===== config.mk =====
export PLATFORM = sky130hd
export DESIGN_NAME = lsu_wb_stage
export DESIGN_NICKNAME = d
export VERILOG_FILES = /design/src/rtl/lsu_pkg.sv /design/src/rtl/lsu_data_align.sv /design/src/rtl/lsu_wb_stage.sv
export SDC_FILE = /design/constraint.sdc
export NUM_CORES = 1
export LEC_CHECK = 0
export ABC_AREA = 0
export CAP_MARGIN = 30
export CORE_ASPECT_RATIO = 2
export CORE_UTILIZATION = 35
export DETAILED_ROUTE_END_ITERATION = 10
export GPL_ROUTABILITY_DRIVEN = 0
export PLACE_DENSITY = 0.72
export REMOVE_ABC_BUFFERS = 1
export SLEW_MARGIN = 15
export SYNTH_ARGS = -nofsm -noshare
export SYNTH_HDL_FRONTEND = slang
export SYNTH_HIERARCHICAL = 1
export SYNTH_SLANG_ARGS = --single-unit

===== constraint.sdc =====
create_clock -name clk -period 3.19 [get_ports clk]
set_input_delay 0.638 -clock clk [delete_from_list [all_inputs] [get_ports clk]]
set_output_delay 0.638 -clock clk [all_outputs]
set_load 0.05 [all_outputs]

===== src/rtl/lsu_pkg.sv =====
// Shared definitions for the load/store unit.
// Access sizes, FSM states and counter sizing.
package lsu_pkg;

    localparam logic [2:0] SZ_B  = 3'b000;
    localparam logic [2:0] SZ_H  = 3'b001;
    localparam logic [2:0] SZ_W  = 3'b010;
    localparam logic [2:0] SZ_BU = 3'b100;
    localparam logic [2:0] SZ_HU = 3'b101;

    typedef enum logic [1:0] {
        ST_IDLE,
        ST_ACCESS,
        ST_DONE
    } state_t;

    function automatic int cnt_width(input int t);
        return $clog2(t + 1);
    endfunction

endpackage


===== src/rtl/lsu_data_align.sv =====
// Lane steering for the load/store unit.
// Byte enables, store replication, load extraction and legality flags.
module lsu_data_align
    import lsu_pkg::*;
(
    input  logic        we,
    input  logic [2:0]  size,
    input  logic [1:0]  addr,
    input  logic [31:0] wd,
    input  logic [31:0] rd,
    output logic [3:0]  be,
    output logic [31:0] wdata,
    output logic [31:0] rdata,
    output logic        misalign,
    output logic        illegal
);

    logic [7:0]  bt;
    logic [15:0] hw;

    assign bt = rd[{addr, 3'b000} +: 8];
    assign hw = rd[{addr[1], 4'b0000} +: 16];

    always_comb begin
        be       = '0;
        wdata    = '0;
        rdata    = '0;
        misalign = 1'b0;
        illegal  = 1'b0;
        unique case (size)
            SZ_B: begin
                be    = 4'b0001 << addr;
                wdata = {4{wd[7:0]}};
                rdata = {{24{bt[7]}}, bt};
            end
            SZ_BU: begin
                be      = 4'b0001 << addr;
                rdata   = {24'h0, bt};
                illegal = we;
            end
            SZ_H: begin
                be       = addr[1] ? 4'b1100 : 4'b0011;
                wdata    = {2{wd[15:0]}};
                rdata    = {{16{hw[15]}}, hw};
                misalign = addr[0];
            end
            SZ_HU: begin
                be       = addr[1] ? 4'b1100 : 4'b0011;
                rdata    = {16'h0, hw};
                misalign = addr[0];
                illegal  = we;
            end
            SZ_W: begin
                be       = 4'b1111;
                wdata    = wd;
                rdata    = rd;
                misalign = |addr;
            end
            default: illegal = 1'b1;
        endcase
    end

endmodule


===== src/rtl/lsu_wb_stage.sv =====
// Load/store unit: bus handshake FSM with timeout and a
// one-cycle register file writeback on completion.
module lsu_wb_stage
    import lsu_pkg::*;
#(
    parameter int          TIMEOUT_CYCLES = 16,
    parameter logic [31:0] RESET_ADDR_VAL = 32'h0000_0000
) (
    input  logic        clk,
    input  logic        rst_n,
    input  logic        lsu_req,
    input  logic        lsu_we,
    input  logic [2:0]  lsu_size,
    input  logic [31:0] lsu_addr,
    input  logic [31:0] lsu_wd,
    input  logic [4:0]  lsu_wa,
    output logic        lsu_stall,
    output logic        lsu_done,
    output logic        lsu_err,
    output logic        mem_req,
    output logic        mem_we,
    output logic [3:0]  mem_be,
    output logic [31:0] mem_addr,
    output logic [31:0] mem_wd,
    input  logic [31:0] mem_rd,
    input  logic        mem_ready,
    output logic [4:0]  wb_wa,
    output logic        wb_we,
    output logic [31:0] wb_wd
);

    localparam int CW = cnt_width(TIMEOUT_CYCLES);
    localparam logic [CW-1:0] CNT_LAST = CW'(TIMEOUT_CYCLES - 1);

    state_t        state_q, state_d;
    logic [CW-1:0] cnt_q, cnt_d;
    logic          we_q, we_d;
    logic [2:0]    size_q, size_d;
    logic [1:0]    addr_q, addr_d;
    logic [4:0]    wa_q, wa_d;

    logic        req_d, mwe_d, done_d, err_d, wbwe_d;
    logic [3:0]  be_d;
    logic [31:0] maddr_d, mwd_d, wbwd_d;
    logic [4:0]  wbwa_d;

    logic        idle;
    logic        a_we;
    logic [2:0]  a_size;
    logic [1:0]  a_addr;
    logic [3:0]  a_be;
    logic [31:0] a_wdata, a_rdata;
    logic        a_mis, a_ill;

    // In IDLE the request is checked straight off the inputs;
    // afterwards the latched copy drives load extraction.
    assign idle   = (state_q == ST_IDLE);
    assign a_we   = idle ? lsu_we : we_q;
    assign a_size = idle ? lsu_size : size_q;
    assign a_addr = idle ? lsu_addr[1:0] : addr_q;

    lsu_data_align u_align (
        .we       (a_we),
        .size     (a_size),
        .addr     (a_addr),
        .wd       (lsu_wd),
        .rd       (mem_rd),
        .be       (a_be),
        .wdata    (a_wdata),
        .rdata    (a_rdata),
        .misalign (a_mis),
        .illegal  (a_ill)
    );

    assign lsu_stall = lsu_req & ~lsu_done;

    always_comb begin
        state_d = state_q;
        cnt_d   = cnt_q;
        we_d    = we_q;
        size_d  = size_q;
        addr_d  = addr_q;
        wa_d    = wa_q;
        req_d   = 1'b0;
        mwe_d   = 1'b0;
        be_d    = '0;
        maddr_d = RESET_ADDR_VAL;
        mwd_d   = '0;
        done_d  = 1'b0;
        err_d   = 1'b0;
        wbwe_d  = 1'b0;
        wbwa_d  = '0;
        wbwd_d  = '0;
        unique case (state_q)
            ST_IDLE: begin
                if (lsu_req) begin
                    we_d   = lsu_we;
                    size_d = lsu_size;
                    addr_d = lsu_addr[1:0];
                    wa_d   = lsu_wa;
                    cnt_d  = '0;
                    if (a_mis || a_ill) begin
                        state_d = ST_DONE;
                        done_d  = 1'b1;
                        err_d   = 1'b1;
                        wbwa_d  = lsu_wa;
                    end else begin
                        state_d = ST_ACCESS;
                        req_d   = 1'b1;
                        mwe_d   = lsu_we;
                        be_d    = a_be;
                        maddr_d = {lsu_addr[31:2], 2'b00};
                        mwd_d   = lsu_we ? a_wdata : 32'h0;
                    end
                end
            end
            ST_ACCESS: begin
                if (mem_ready) begin
                    state_d = ST_DONE;
                    cnt_d   = '0;
                    done_d  = 1'b1;
                    wbwa_d  = wa_q;
                    wbwe_d  = ~we_q & (wa_q != 5'd0);
                    wbwd_d  = we_q ? 32'h0 : a_rdata;
                end else if (cnt_q == CNT_LAST) begin
                    state_d = ST_DONE;
                    cnt_d   = '0;
                    done_d  = 1'b1;
                    err_d   = 1'b1;
                    wbwa_d  = wa_q;
                end else begin
                    cnt_d   = cnt_q + 1'b1;
                    req_d   = mem_req;
                    mwe_d   = mem_we;
                    be_d    = mem_be;
                    maddr_d = mem_addr;
                    mwd_d   = mem_wd;
                end
            end
            ST_DONE: begin
                state_d = ST_IDLE;
                cnt_d   = '0;
            end
            default: state_d = ST_IDLE;
        endcase
    end

    always_ff @(posedge clk) begin
        if (!rst_n) begin
            state_q  <= ST_IDLE;
            cnt_q    <= '0;
            we_q     <= 1'b0;
            size_q   <= '0;
            addr_q   <= '0;
            wa_q     <= '0;
            mem_req  <= 1'b0;
            mem_we   <= 1'b0;
            mem_be   <= '0;
            mem_addr <= RESET_ADDR_VAL;
            mem_wd   <= '0;
            lsu_done <= 1'b0;
            lsu_err  <= 1'b0;
            wb_we    <= 1'b0;
            wb_wa    <= '0;
            wb_wd    <= '0;
        end else begin
            state_q  <= state_d;
            cnt_q    <= cnt_d;
            we_q     <= we_d;
            size_q   <= size_d;
            addr_q   <= addr_d;
            wa_q     <= wa_d;
            mem_req  <= req_d;
            mem_we   <= mwe_d;
            mem_be   <= be_d;
            mem_addr <= maddr_d;
            mem_wd   <= mwd_d;
            lsu_done <= done_d;
            lsu_err  <= err_d;
            wb_we    <= wbwe_d;
            wb_wa    <= wbwa_d;
            wb_wd    <= wbwd_d;
        end
    end

endmodule


-- Yosys cells after proc, flatten, opt, wreduce, memory -nomap -nowiden
Index checks and enable logic that the tools add are counted.
- register bits: 128
- output and inout bits: 111
- reduce and logical (&&, ||, !) cells: 15
- mux-type cells: 52
- equality and inequality tests: 9
- bitwise logic cells: 7
- add/sub/neg operators: 1
- shifts and indexed selects: 3
- operators by type and width (kind ; count):
    $mux W32 ; 7
    $pmux W32 S5 ; 1
    $pmux W32 S2 ; 2
    $pmux W32 S3 ; 1
    $mux W5 ; 7
    $shiftx A32 B6 Y16 ; 1
    $shiftx A32 B6 Y8 ; 1
    $mux W4 ; 5
    $pmux W5 S3 ; 1
    $mux W1 ; 12
    $pmux W1 S2 ; 6
    $pmux W4 S3 ; 1
    $mux W2 ; 5
    $pmux W5 S2 ; 1
    $pmux W4 S2 ; 1
    $reduce_or A2 Y1 ; 4
    $eq A3 B3 Y1 const B ; 2
    $reduce_and A2 Y1 ; 3
    $add A5 B1 Y5 const B ; 1
    $eq A5 B4 Y1 const B ; 1
    $not A1 Y1 ; 5
    $reduce_bool A5 Y1 ; 1
    $pmux W2 S2 ; 1
    $reduce_or A4 Y1 ; 1
    other kinds (15) ; 16

-- Depth between registers and ports, before layout
Gate-level depths: netlist (run 1).
- depth after elaboration: 9
- depth in mapped cells: 13
- gate-level depth less buffers: 8

-- By module
The synthesis (run 1) kept the hierarchy.
- modules (own cells, without submodules) (module ; cells each ; area each (um2) ; sequential area each (um2) ; times used):
    lsu_wb_stage ; 421 ; 4292.9 ; 2522.4 ; 1
    lsu_data_align ; 231 ; 1432.6 ; 0.0 ; 1

-- Worst setup path after synthesis (run 1)
OpenSTA, ideal clock, no wires.
- path kind: flip-flop to flip-flop
- from: reg state_q[1]
- to: reg mem_addr[10]
- arrival: 2.883 ns
- clock period less this slack: 2.944 ns
- path slack: 0.246 ns
- cell stages (with the launch flop): 13
- data required time: 3.130 ns
- cell sequence: dfxtp_1 -> nor2_1 -> mux2_2 -> buf_2 -> nor2_1 -> buf_2 -> buf_1 -> nor2_1 -> nor2_2 -> and3_1 -> buf_2 -> buf_2 -> a22o_1
- cells in the longest elaborated chain, start to end: 9
- elaborated cells on any way between the ends: 21
- those cells by class: eq/ne (6); mux (8); reduce/logical (7)
- RTL lines (element ; line ; text):
    from (decl) ; lsu_wb_stage.sv:35 ; state_t state_q, state_d;
    from (signal assigned) ; lsu_wb_stage.sv:167 ; state_q <= state_d;
    $logic_not A2 Y1 (*) ; lsu_wb_stage.sv:57 ; assign idle = (state_q == ST_IDLE);
    $mux W3 (*) ; lsu_wb_stage.sv:59 ; assign a_size = idle ? lsu_size : size_q;
    net a_size[0] ; lsu_wb_stage.sv:49 ; logic [2:0] a_size;
    $eq A3 B1 Y1, or another cell as far along ; lsu_data_align.sv:30 ; unique case (size)
    $reduce_or A3 Y1 (no line) / $reduce_or A2 Y1 (equally long branches) ; -- ;
    $pmux W1 S2 (*) ; lsu_data_align.sv:30 ;
    net a_ill ; lsu_wb_stage.sv:53 ; logic a_mis, a_ill;
    $logic_or A1 B1 Y1 (*) ; lsu_wb_stage.sv:102 ; if (a_mis || a_ill) begin
    $mux W32 (*) ; lsu_wb_stage.sv:102 ;
    $mux W32 (*) ; lsu_wb_stage.sv:96 ; if (lsu_req) begin
    $pmux W32 S2 (*) ; lsu_wb_stage.sv:94 ; unique case (state_q)
    to (signal assigned) ; lsu_wb_stage.sv:176 ; mem_addr <= maddr_d;
    to (decl) ; lsu_wb_stage.sv:23 ; output logic [31:0] mem_addr,
The timed path passes the listed nets; every way through them passes the cells marked *.
A chain may end at the register's enable or synchronous reset.

-- Worst setup path after layout (run 1)
- from: reg state_q[1]
- to: reg wb_wd[7]
- cells in the longest elaborated chain, start to end: 4
- elaborated cells on any way between the ends: 14
- those cells by class: eq/ne (5); shift (2); mux (3); bitwise (1); reduce/logical (3)
- RTL lines (element ; line ; text):
    $logic_not A2 Y1 (*) ; lsu_wb_stage.sv:57 ;
    $mux W3 (*) ; lsu_wb_stage.sv:59 ;
    net a_size[1] ; lsu_wb_stage.sv:49 ;
    $eq A3 B2 Y1, or another cell as far along ; lsu_data_align.sv:30 ;
    $pmux W32 S5 (*) ; lsu_data_align.sv:30 ;
    net a_rdata[7] ; lsu_wb_stage.sv:52 ; logic [31:0] a_wdata, a_rdata;
    to (signal assigned) ; lsu_wb_stage.sv:182 ; wb_wd <= wbwd_d;
    to (decl) ; lsu_wb_stage.sv:29 ; output logic [31:0] wb_wd
Marks and branches as above.

==> results of run 1 <==
==> per-layer routing <==
| layer | global-route usage (%) | vias to the layer above | wire, um |
|---|---|---|---|
| met5 | 0 | - | 0 |
| met4 | 11.1 | 0 | 759 |
| met3 | 4.35 | 41 | 803 |
| met2 | 39.4 | 171 | 9970 |
| met1 | 22.4 | 2616 | 6640 |
| li1 | - | 2704 | - |
==> final cells by class <==
type                       count  area share, %
tap                          201           2.91
multi-input combinational    462           33.6
sequential                   126           29.2
timing repair buffer         240           27.1
inverter                       4          0.174
clock buffer                  17           4.92
clock inverter                15           2.14
==> cells by family (layout without fill, tap and decap cells) <==
family,Yosys count,in the layout,share of synthesized area [%]
fa+ha+maj,1,1,0.218
xor+xnor,1,1,0.153
compound gates,187,187,21.9
simple gates,240,240,22.0
buf+inv,65,276,5.59
other cells,1,2,0.0655
mux,31,31,5.97
flops,126,126,44.1
==> final timing paths <==
path                            from  cells past startpoint  slack [ns]                    end
min            cnt_q[4]$_SDFFE_PN0P_                      2        0.43  cnt_q[4]$_SDFFE_PN0P_
min reg2reg    cnt_q[4]$_SDFFE_PN0P_                      2        0.43  cnt_q[4]$_SDFFE_PN0P_
max          state_q[1]$_SDFFE_PN0P_                      7        0.24    wb_wd[7]$_SDFF_PP0_
max reg2reg  state_q[1]$_SDFFE_PN0P_                      7        0.24    wb_wd[7]$_SDFF_PP0_
==> flip-flops by register name, indices dropped and copies added, names as in the netlist <==
| name | flops |
|---|---|
| mem_be | 4 |
| state_q | 2 |
| size_q | 3 |
| wb_wd | 32 |
| mem_we | 1 |
| wb_wa | 5 |
| mem_req | 1 |
| wb_we | 1 |
| lsu_err | 1 |
| mem_wd | 32 |
| addr_q | 2 |
| lsu_done | 1 |
| cnt_q | 5 |
| we_q | 1 |
| mem_addr | 30 |
| wa_q | 5 |
==> power breakdown <==
part	leakage, nW	switching [mW]	internal, mW	total, mW
Sequential	1.02	0.0540	1.67	1.72
Combinational	2.08	1.00	0.670	1.67
Clock	0.300	0.757	1.24	2.00
Total	3.40	1.81	3.58	5.40
==> per-stage QoR <==
| step | instance area [sq um] | utilization (%) | total power [mW] | hold slack, ns | cells |
|---|---|---|---|---|---|
| global route | 8650 | 54.5 | 5.66 | 0.454 | 1065 |
| floorplan | 5420 | - | 2.79 | 0.407 | 592 |
| global placement | 8030 | 50.6 | 3.41 | 0.430 | 1032 |
| CTS | 8650 | 54.5 | 5.45 | 0.435 | 1065 |
| detailed placement | 8040 | 50.7 | 3.42 | 0.428 | 1033 |
| finish | 8650 | 54.5 | 5.40 | 0.432 | 1065 |
==> critical path, cell delays in order, from the launching register on <==
cell,delay (ns)
dfxtp_1,0.41
nor2_1,0.51
mux2_2,0.48
buf_4,0.22
nor2b_1,0.26
a22o_1,0.67
a221o_1,0.25
and2_1,0.11
==> cells in the final DEF, fill, tap and decap left out, types with 2 or more instances in the layout <==
| cell | count |
|---|---|
| o21ba_2 | 2 |
| a21o_1 | 16 |
| nor2_1 | 8 |
| mux2_2 | 21 |
| clkinv_4 | 4 |
| clkbuf_16 | 17 |
| clkinv_2 | 3 |
| bufinv_16 | 3 |
| buf_4 | 24 |
| o21ai_0 | 6 |
| nor2_2 | 2 |
| nor3_2 | 2 |
| o2bb2ai_1 | 8 |
| clkdlybuf4s50_1 | 216 |
| and2_1 | 41 |
| dfxtp_1 | 126 |
| a211oi_1 | 2 |
| inv_6 | 3 |
| inv_1 | 4 |
| mux2i_1 | 9 |
| a21oi_1 | 92 |
| nor2b_1 | 4 |
| conb_1 | 2 |
| nand2b_1 | 14 |
| and3_1 | 18 |
| nand2_1 | 73 |
| nand3_1 | 69 |
| a22o_1 | 40 |
| a211o_1 | 16 |
==> summary.md, run 1 <==
| Metric | Value |
|---|---|
| Status | finished, final reports clean |
| Most numerous cell in the Yosys netlist | dfxtp_1 |
| Post-route ant nets | 0 |
| Cell taking the most area after synthesis | dfxtp_1 |
| NumNets Final | 961 |
| Hpwl dp | 12.9 mm |
| CTS max path bufs | 2 |
| Register area | 0.00252 sq mm |
| All-Layer GR Usage | 21.4% |
| Vias in the first global route | 5471 |
| Leak pwr | 3.40 nW |
| Setup crit end kind | register |
| FMAX | 339 MHz |
| Clock sinks | 126 |
| Actual slew at the worst max-slew pin | 0.719 ns |
| DP Worst Slack | 0.216 ns |
| Row count | 65 |
| Area of the multi-input gates | 0.00291 sq mm |
| Yosys cell types | 43 |
| Synth warnings | 6 |
| Number of port buffers | 217 |
| VDD IR max | 0.000420 V |
| Layout area overhead | 51.0% |
| Top FF cell, synth | dfxtp_1 |
| Initial antenna violation count | 0 |
| EDFF count, synth | 0 |
| Arrival time worst endpoint | 3.30 ns |
| Inserted Diodes | 0 |
| Top cells by count, synth | 126 x dfxtp_1, 92 x a21oi_1, 73 x nand2_1 |
| Routed WL | 18.2 mm |
| Post-CTS Repair Setup Buffers | 0 |
| Setup Viol. Count Final | 0 |
| Critical Path RT | 3.54 ns |
| CTS tree | yes |
| Largest net degree at the start of global routing | 42 |
| Hold_buf cts | 0 |
| CTS Root Cell | clkbuf_16 |
| First-pass GRT wire length | 28.4 mm |
| Hold Path Class | register to register |
| Area of the core | 0.0159 sq mm |
| Number of vias per cell | 5.19 |
| Resized Gates After CTS | 0 |
| Synth Cell Area | 0.00573 sq mm |
| CP max FO | 17 |
| Final WS setup | 0.243 ns |
| Slew margin rel. | 52.1% |
| Synth Register Bits | 126 |
| Fill count | 1483 |
| Vias | 5532 |
| FFs w/ async S/R, synth | 0% |
| DR WL/cell | 17.1 um |
| Final Skew | 0.0143 ns |
| Gate Count Post-Synth | 652 |
| Max cap viols | 0 |
| Power per cell area | 624 mW/mm^2 |
| Startpoint types | register |
| Yosys top cell area share | 44.1% |
| Overflow after GRT | 0 |
| Crit Path Class | register to register |
| Starting Density | 36.1% |
| Ranking of synthesized cells by area | dfxtp_1 44%, a21oi_1 8.0%, a22o_1 6.1%, nand3_1 6.0%, nand2_1 4.8% |
| Die H | 183 um |
| Unrepaired setup endpoints after global routing | no |
| H-tree levels | 4 |
| Post-route setup TNS | 0 ns |
| Synth Area per Inst | 8.78 sq um |
| DRC | 0 |
| Max Transition Viols Final | 0 |
| Register area share after synthesis | 44.1% |
| DR iter-0 viols | 202 |
| CTS buffer count | 17 |
| Die ar. | 0.0169 sq mm |
| Die W | 92.4 um |
| I/O pin total | 220 |
| Fin. Hold Viols | 0 |
| Pre-Repair DR Iteration Count | 4 |
| Min cycle time layout | 2.95 ns |
| Skew-Pair Late Insertion Delay | 0.41 ns |
| Fraction of layout cells with a size suffix above 1 | 10.4% |
| Clk slew on worst S/H paths | 0.06 ns |
| Period utilization | 92.4% |
Note: power is estimated with default switching activity, not from simulation.
==> run 2, diff against run 1 <==
--- a/config.mk
+++ b/config.mk
@@ -8,10 +8,11 @@
 export ABC_AREA = 0
 export CAP_MARGIN = 30
 export CORE_ASPECT_RATIO = 2
-export CORE_UTILIZATION = 35
+export CORE_MARGIN = 2
+export CORE_UTILIZATION = 34
 export DETAILED_ROUTE_END_ITERATION = 10
 export GPL_ROUTABILITY_DRIVEN = 0
-export PLACE_DENSITY = 0.72
+export PLACE_DENSITY = 0.71
 export REMOVE_ABC_BUFFERS = 1
 export SLEW_MARGIN = 15
 export SYNTH_ARGS = -nofsm -noshare
==> summary.md, run 2 (same netlist as run 1, synthesis figures left out) <==
| Metric | Value |
|---|---|
| CTS tree | yes |
| VDD IR max | 0.000294 V |
| Period utilization | 89.8% |
| Die H | 188 um |
| Number of vias per cell | 5.17 |
| DR WL/cell | 16.7 um |
| Resized Gates After CTS | 0 |
| Fin. Hold Viols | 0 |
| Setup crit end kind | register |
| Vias | 5529 |
| DR iter-0 viols | 177 |
| Arrival time worst endpoint | 3.17 ns |
| Area of the core | 0.0166 sq mm |
| Slew margin rel. | 54.5% |
| DRC | 0 |
| Clk slew on worst S/H paths | 0.06 ns |
| Layout Cells excl Fill | 1069 |
| CP max FO | 17 |
| First-pass GRT wire length | 27.4 mm |
| Critical Path RT | 3.49 ns |
| Inserted Diodes | 0 |
| Min cycle time layout | 2.87 ns |
| CTS buffer count | 17 |
| Die W | 95.8 um |
| Hold_buf cts | 0 |
| Number of port buffers | 217 |
| Hpwl dp | 12.1 mm |
| Max cap viols | 0 |
| Hold WS | 0.448 ns |
| Starting Density | 34.5% |
| Leading cell types in the layout, fill and taps excluded | 217 x clkdlybuf4s50_1, 126 x dfxtp_1, 92 x a21oi_1 |
| H-tree levels | 4 |
| Biggest regs | mem_wd: 32 flops, wb_wd: 32 flops, mem_addr: 30 flops |
| CTS Root Cell | clkbuf_16 |
| Routed WL | 17.9 mm |
| I/O pin total | 220 |
| Setup Viol. Count Final | 0 |
| Commonest non-fill, non-tap cell in the layout | clkdlybuf4s50_1 |
| Max Transition Viols Final | 0 |
| Startpoint types | register |
| Largest net degree at the start of global routing | 42 |
| Fraction of layout cells with a size suffix above 1 | 9.98% |
| Leak pwr | 3.38 nW |
| Layout area overhead | 50.5% |
| Post-CTS Repair Setup Buffers | 0 |
| Overflow after GRT | 0 |
| Actual slew at the worst max-slew pin | 0.678 ns |
| Clock sinks | 126 |
| Hold Path Class | register to register |
| CTS max path bufs | 2 |
| Final Skew | 0.0144 ns |
| Pre-Repair DR Iteration Count | 4 |
| Row count | 67 |
| NumNets Final | 959 |
| Die ar. | 0.0180 sq mm |
| Power per cell area | 611 mW/mm^2 |
| Crit Path Class | register to register |
| Unrepaired setup endpoints after global routing | no |
| Post-route ant nets | 0 |
| FMAX | 349 MHz |
| Status | finished, final reports clean |
| Inst Count DP | 1036 |
| Vias in the first global route | 5364 |
| Skew-Pair Late Insertion Delay | 0.42 ns |
| Fill count | 1501 |
| All-Layer GR Usage | 19.3% |
| Initial antenna violation count | 0 |
run 2: cell count changes in the layout (fill, tap and decap cells not counted), sizes merged:
cell,delta
clkinv,+2
bufinv,-2
clkdlybuf4s50,+1
buf,-3
run 2: layer usage:
layer / track usage (%) / up-vias / share of wire, %
met5: 0 / - / 0
met4: 5.88 / 0 / 0.97
met3: 7.51 / 13 / 11
met2: 30.4 / 237 / 46
li1: - / 2704 / -
met1: 24.0 / 2575 / 42
run 2: metrics by stage:
stage / worst slack (ns) / total power [mW] / TNS [ns] / utilization (%) / area [sq um]
final: 0.324 / 5.26 / 0 / 51.9 / 8620
after CTS: 0.346 / 5.30 / 0 / 51.9 / 8610
after floorplan: -1.33 / 2.79 / -73.55 / - / 5420
after detailed placement: 0.345 / 3.44 / 0 / 48.5 / 8050
after global routing: 0.211 / 5.50 / 0 / 51.9 / 8620
after global placement: 0.377 / 3.41 / 0 / 48.5 / 8050
run 2: area by class of cell:
type | count | area (sq um) | share of cell area (%)
repair buffers | 238 | 2350 | 27.3
clock inverters | 15 | 136 | 1.58
flip-flops and latches | 126 | 2520 | 29.3
clock buffers | 17 | 425 | 4.94
inverters | 4 | 15.0 | 0.174
well taps | 207 | 259 | 3.01
multi-input cells | 462 | 2900 | 33.7
run 2: worst paths after layout:
check | start | endpoint | slack (ns) | cells past startpoint
min | cnt_q[4]$_SDFFE_PN0P_ | cnt_q[4]$_SDFFE_PN0P_ | 0.45 | 2
max reg2reg | state_q[1]$_SDFFE_PN0P_ | wb_wd[7]$_SDFF_PP0_ | 0.32 | 6
min reg2reg | cnt_q[4]$_SDFFE_PN0P_ | cnt_q[4]$_SDFFE_PN0P_ | 0.45 | 2
max | state_q[1]$_SDFFE_PN0P_ | wb_wd[7]$_SDFF_PP0_ | 0.32 | 6
run 2: critical path: stages, from the launching register on:
cell and delay [ns]:
dfxtp_1 0.42, nor2_1 0.52, mux2_2 0.47, mux2_4 0.33, a22o_1 0.45, a221o_1 0.43
and2_1 0.13
run 2: where the power goes:
group,internal (mW),switching (mW)
registers,1.67,0.0592
logic,0.681,1.00
clock network,1.08,0.771
==> run 3, diff against run 2 <==
--- a/config.mk
+++ b/config.mk
@@ -6,10 +6,11 @@
 export NUM_CORES = 1
 export LEC_CHECK = 0
 export ABC_AREA = 0
-export CAP_MARGIN = 30
+export CAP_MARGIN = 5
 export CORE_ASPECT_RATIO = 2
 export CORE_MARGIN = 2
 export CORE_UTILIZATION = 34
+export CTS_BUF_LIST = sky130_fd_sc_hd__clkbuf_4 sky130_fd_sc_hd__clkbuf_8 sky130_fd_sc_hd__clkbuf_16
 export DETAILED_ROUTE_END_ITERATION = 10
 export GPL_ROUTABILITY_DRIVEN = 0
 export PLACE_DENSITY = 0.71
==> summary.md, run 3 (same netlist as run 1, synthesis figures left out) <==
| Metric | Value |
|---|---|
| Status | finished, final reports clean |
| Area of the core | 0.0166 sq mm |
| Post-route ant nets | 0 |
| Skew-Pair Late Insertion Delay | 0.42 ns |
| Min cycle time layout | 2.87 ns |
| Vias in the first global route | 5364 |
| CTS Root Cell | clkbuf_16 |
| Number of vias per cell | 5.19 |
| Finished Core Util | 51.9% |
| Hold path cells | 2 |
| Inserted Diodes | 0 |
| Arrival time worst endpoint | 3.22 ns |
| Hold_buf cts | 0 |
| CTS buffer count | 17 |
| Post-CTS Repair Setup Buffers | 0 |
| Resized Gates After CTS | 0 |
| CP max FO | 16 |
| All-Layer GR Usage | 19.3% |
| Layout area overhead | 50.4% |
| Setup crit end kind | register |
| Setup Viol. Count Final | 0 |
| Commonest non-fill, non-tap cell in the layout | clkdlybuf4s50_1 |
| Tot Pwr | 5.26 mW |
| FMAX | 348 MHz |
| Clk slew on worst S/H paths | 0.06 ns |
| VDD IR max | 0.000294 V |
| Number of port buffers | 217 |
| First-pass GRT wire length | 27.4 mm |
| Reg2reg setup slack | 0.32 ns |
| Die ar. | 0.0180 sq mm |
| Hpwl dp | 12.1 mm |
| Crit path to | wb_wd[23]$_SDFF_PP0_ |
| Row count | 67 |
| Fin. Hold Viols | 0 |
| Biggest regs | mem_wd: 32 flops, wb_wd: 32 flops, mem_addr: 30 flops |
| Hold Path Class | register to register |
| Startpoint types | register |
| DRC | 0 |
| Critical Path RT | 3.54 ns |
| Die H | 188 um |
| Power per cell area | 611 mW/mm^2 |
| Leak pwr | 3.37 nW |
| Initial antenna violation count | 0 |
| R2R depth | 6 |
| CTS max path bufs | 2 |
| I/O pin total | 220 |
| DR iter-0 viols | 202 |
| Reg2reg start | state_q[1]$_SDFFE_PN0P_ |
| Overflow after GRT | 0 |
| Actual slew at the worst max-slew pin | 1.07 ns |
| Die W | 95.8 um |
| Largest net degree at the start of global routing | 42 |
| Max stage delay cell, worst path | nor3_2 |
| Pre-Repair DR Iteration Count | 5 |
| Starting Density | 34.5% |
| NumNets Final | 958 |
| Setup crit start | state_q[1]$_SDFFE_PN0P_ |
| Routed WL | 17.8 mm |
| Period utilization | 90.1% |
| DR WL/cell | 16.7 um |
| Max Transition Viols Final | 0 |
| Crit path cell chain | nor2_1 > mux2_2 > nand2b_1 > nor3_2 > a211o_1 > and2_1 |
| Fill count | 1500 |
| Fraction of layout cells with a size suffix above 1 | 9.87% |
| Post-route setup TNS | 0 ns |
| Crit path largest cell delay | 0.86 ns |
| Crit Path Class | register to register |
| CTS tree | yes |
| FF-to-FF End | wb_wd[23]$_SDFF_PP0_ |
| Final Skew | 0.0146 ns |
| Leading cell types in the layout, fill and taps excluded | 217 x clkdlybuf4s50_1, 126 x dfxtp_1, 92 x a21oi_1 |
| H-tree levels | 4 |
| Unrepaired setup endpoints after global routing | no |
| Clock sinks | 126 |
| Slew margin rel. | 28.2% |
| Vias | 5544 |
| Max cap viols | 0 |
run 3: changes by cell type in the layout (fill, tap and decap cells not counted), sizes merged:
cell,change
buf,-1
run 3: critical path: cells and delay by family, from the launching register on:
family	cells	cell delay, ns
simple gates	4	1.72
compound gates	1	0.18
mux	1	0.48
flops	1	0.42
run 3: cell type report:
cell class / count / area, sq um / share of cell area [%]
Clock buffer: 17 / 425 / 4.94
Clock inverter: 15 / 136 / 1.58
Inverter: 4 / 15.0 / 0.174
Multi-Input combinational cell: 462 / 2900 / 33.7
Sequential cell: 126 / 2520 / 29.3
Tap cell: 207 / 259 / 3.01
Timing Repair Buffer: 237 / 2350 / 27.3
run 3: per-layer routing:
metal,GRT usage (%),share of wire [%]
met1,24.0,41
met2,30.4,46
met3,7.51,11
met4,5.88,1.2
met5,0,0
run 3: worst min path at each step:
stage	start	to	slack (ns)
2_1_floorplan	cnt_q[4]$_SDFFE_PN0P_	cnt_q[4]$_SDFFE_PN0P_	0.41
4_1_cts	cnt_q[4]$_SDFFE_PN0P_	cnt_q[4]$_SDFFE_PN0P_	0.44
6_report	cnt_q[4]$_SDFFE_PN0P_	cnt_q[4]$_SDFFE_PN0P_	0.45
5_1_grt	cnt_q[4]$_SDFFE_PN0P_	cnt_q[4]$_SDFFE_PN0P_	0.46
3_3_place_gp	cnt_q[4]$_SDFFE_PN0P_	cnt_q[4]$_SDFFE_PN0P_	0.42
3_5_place_dp	cnt_q[4]$_SDFFE_PN0P_	cnt_q[4]$_SDFFE_PN0P_	0.43
run 3: where the power goes:
group          leakage, nW  switching (mW)  internal [mW]  total (mW)
sequential            1.02          0.0590           1.67        1.73
combinational         2.07           0.999          0.679        1.68
clock                0.278           0.771           1.08        1.85
total                 3.37            1.83           3.43        5.26
run 3: through the flow:
step	worst slack, ns	instances	area, sq um	hold slack, ns
after global routing	0.137	1068	8610	0.463
after global placement	0.377	1036	8050	0.418
final	0.316	1068	8610	0.447
after floorplan	-1.33	592	5420	0.407
after detailed placement	0.345	1036	8050	0.435
after CTS	0.346	1068	8610	0.443
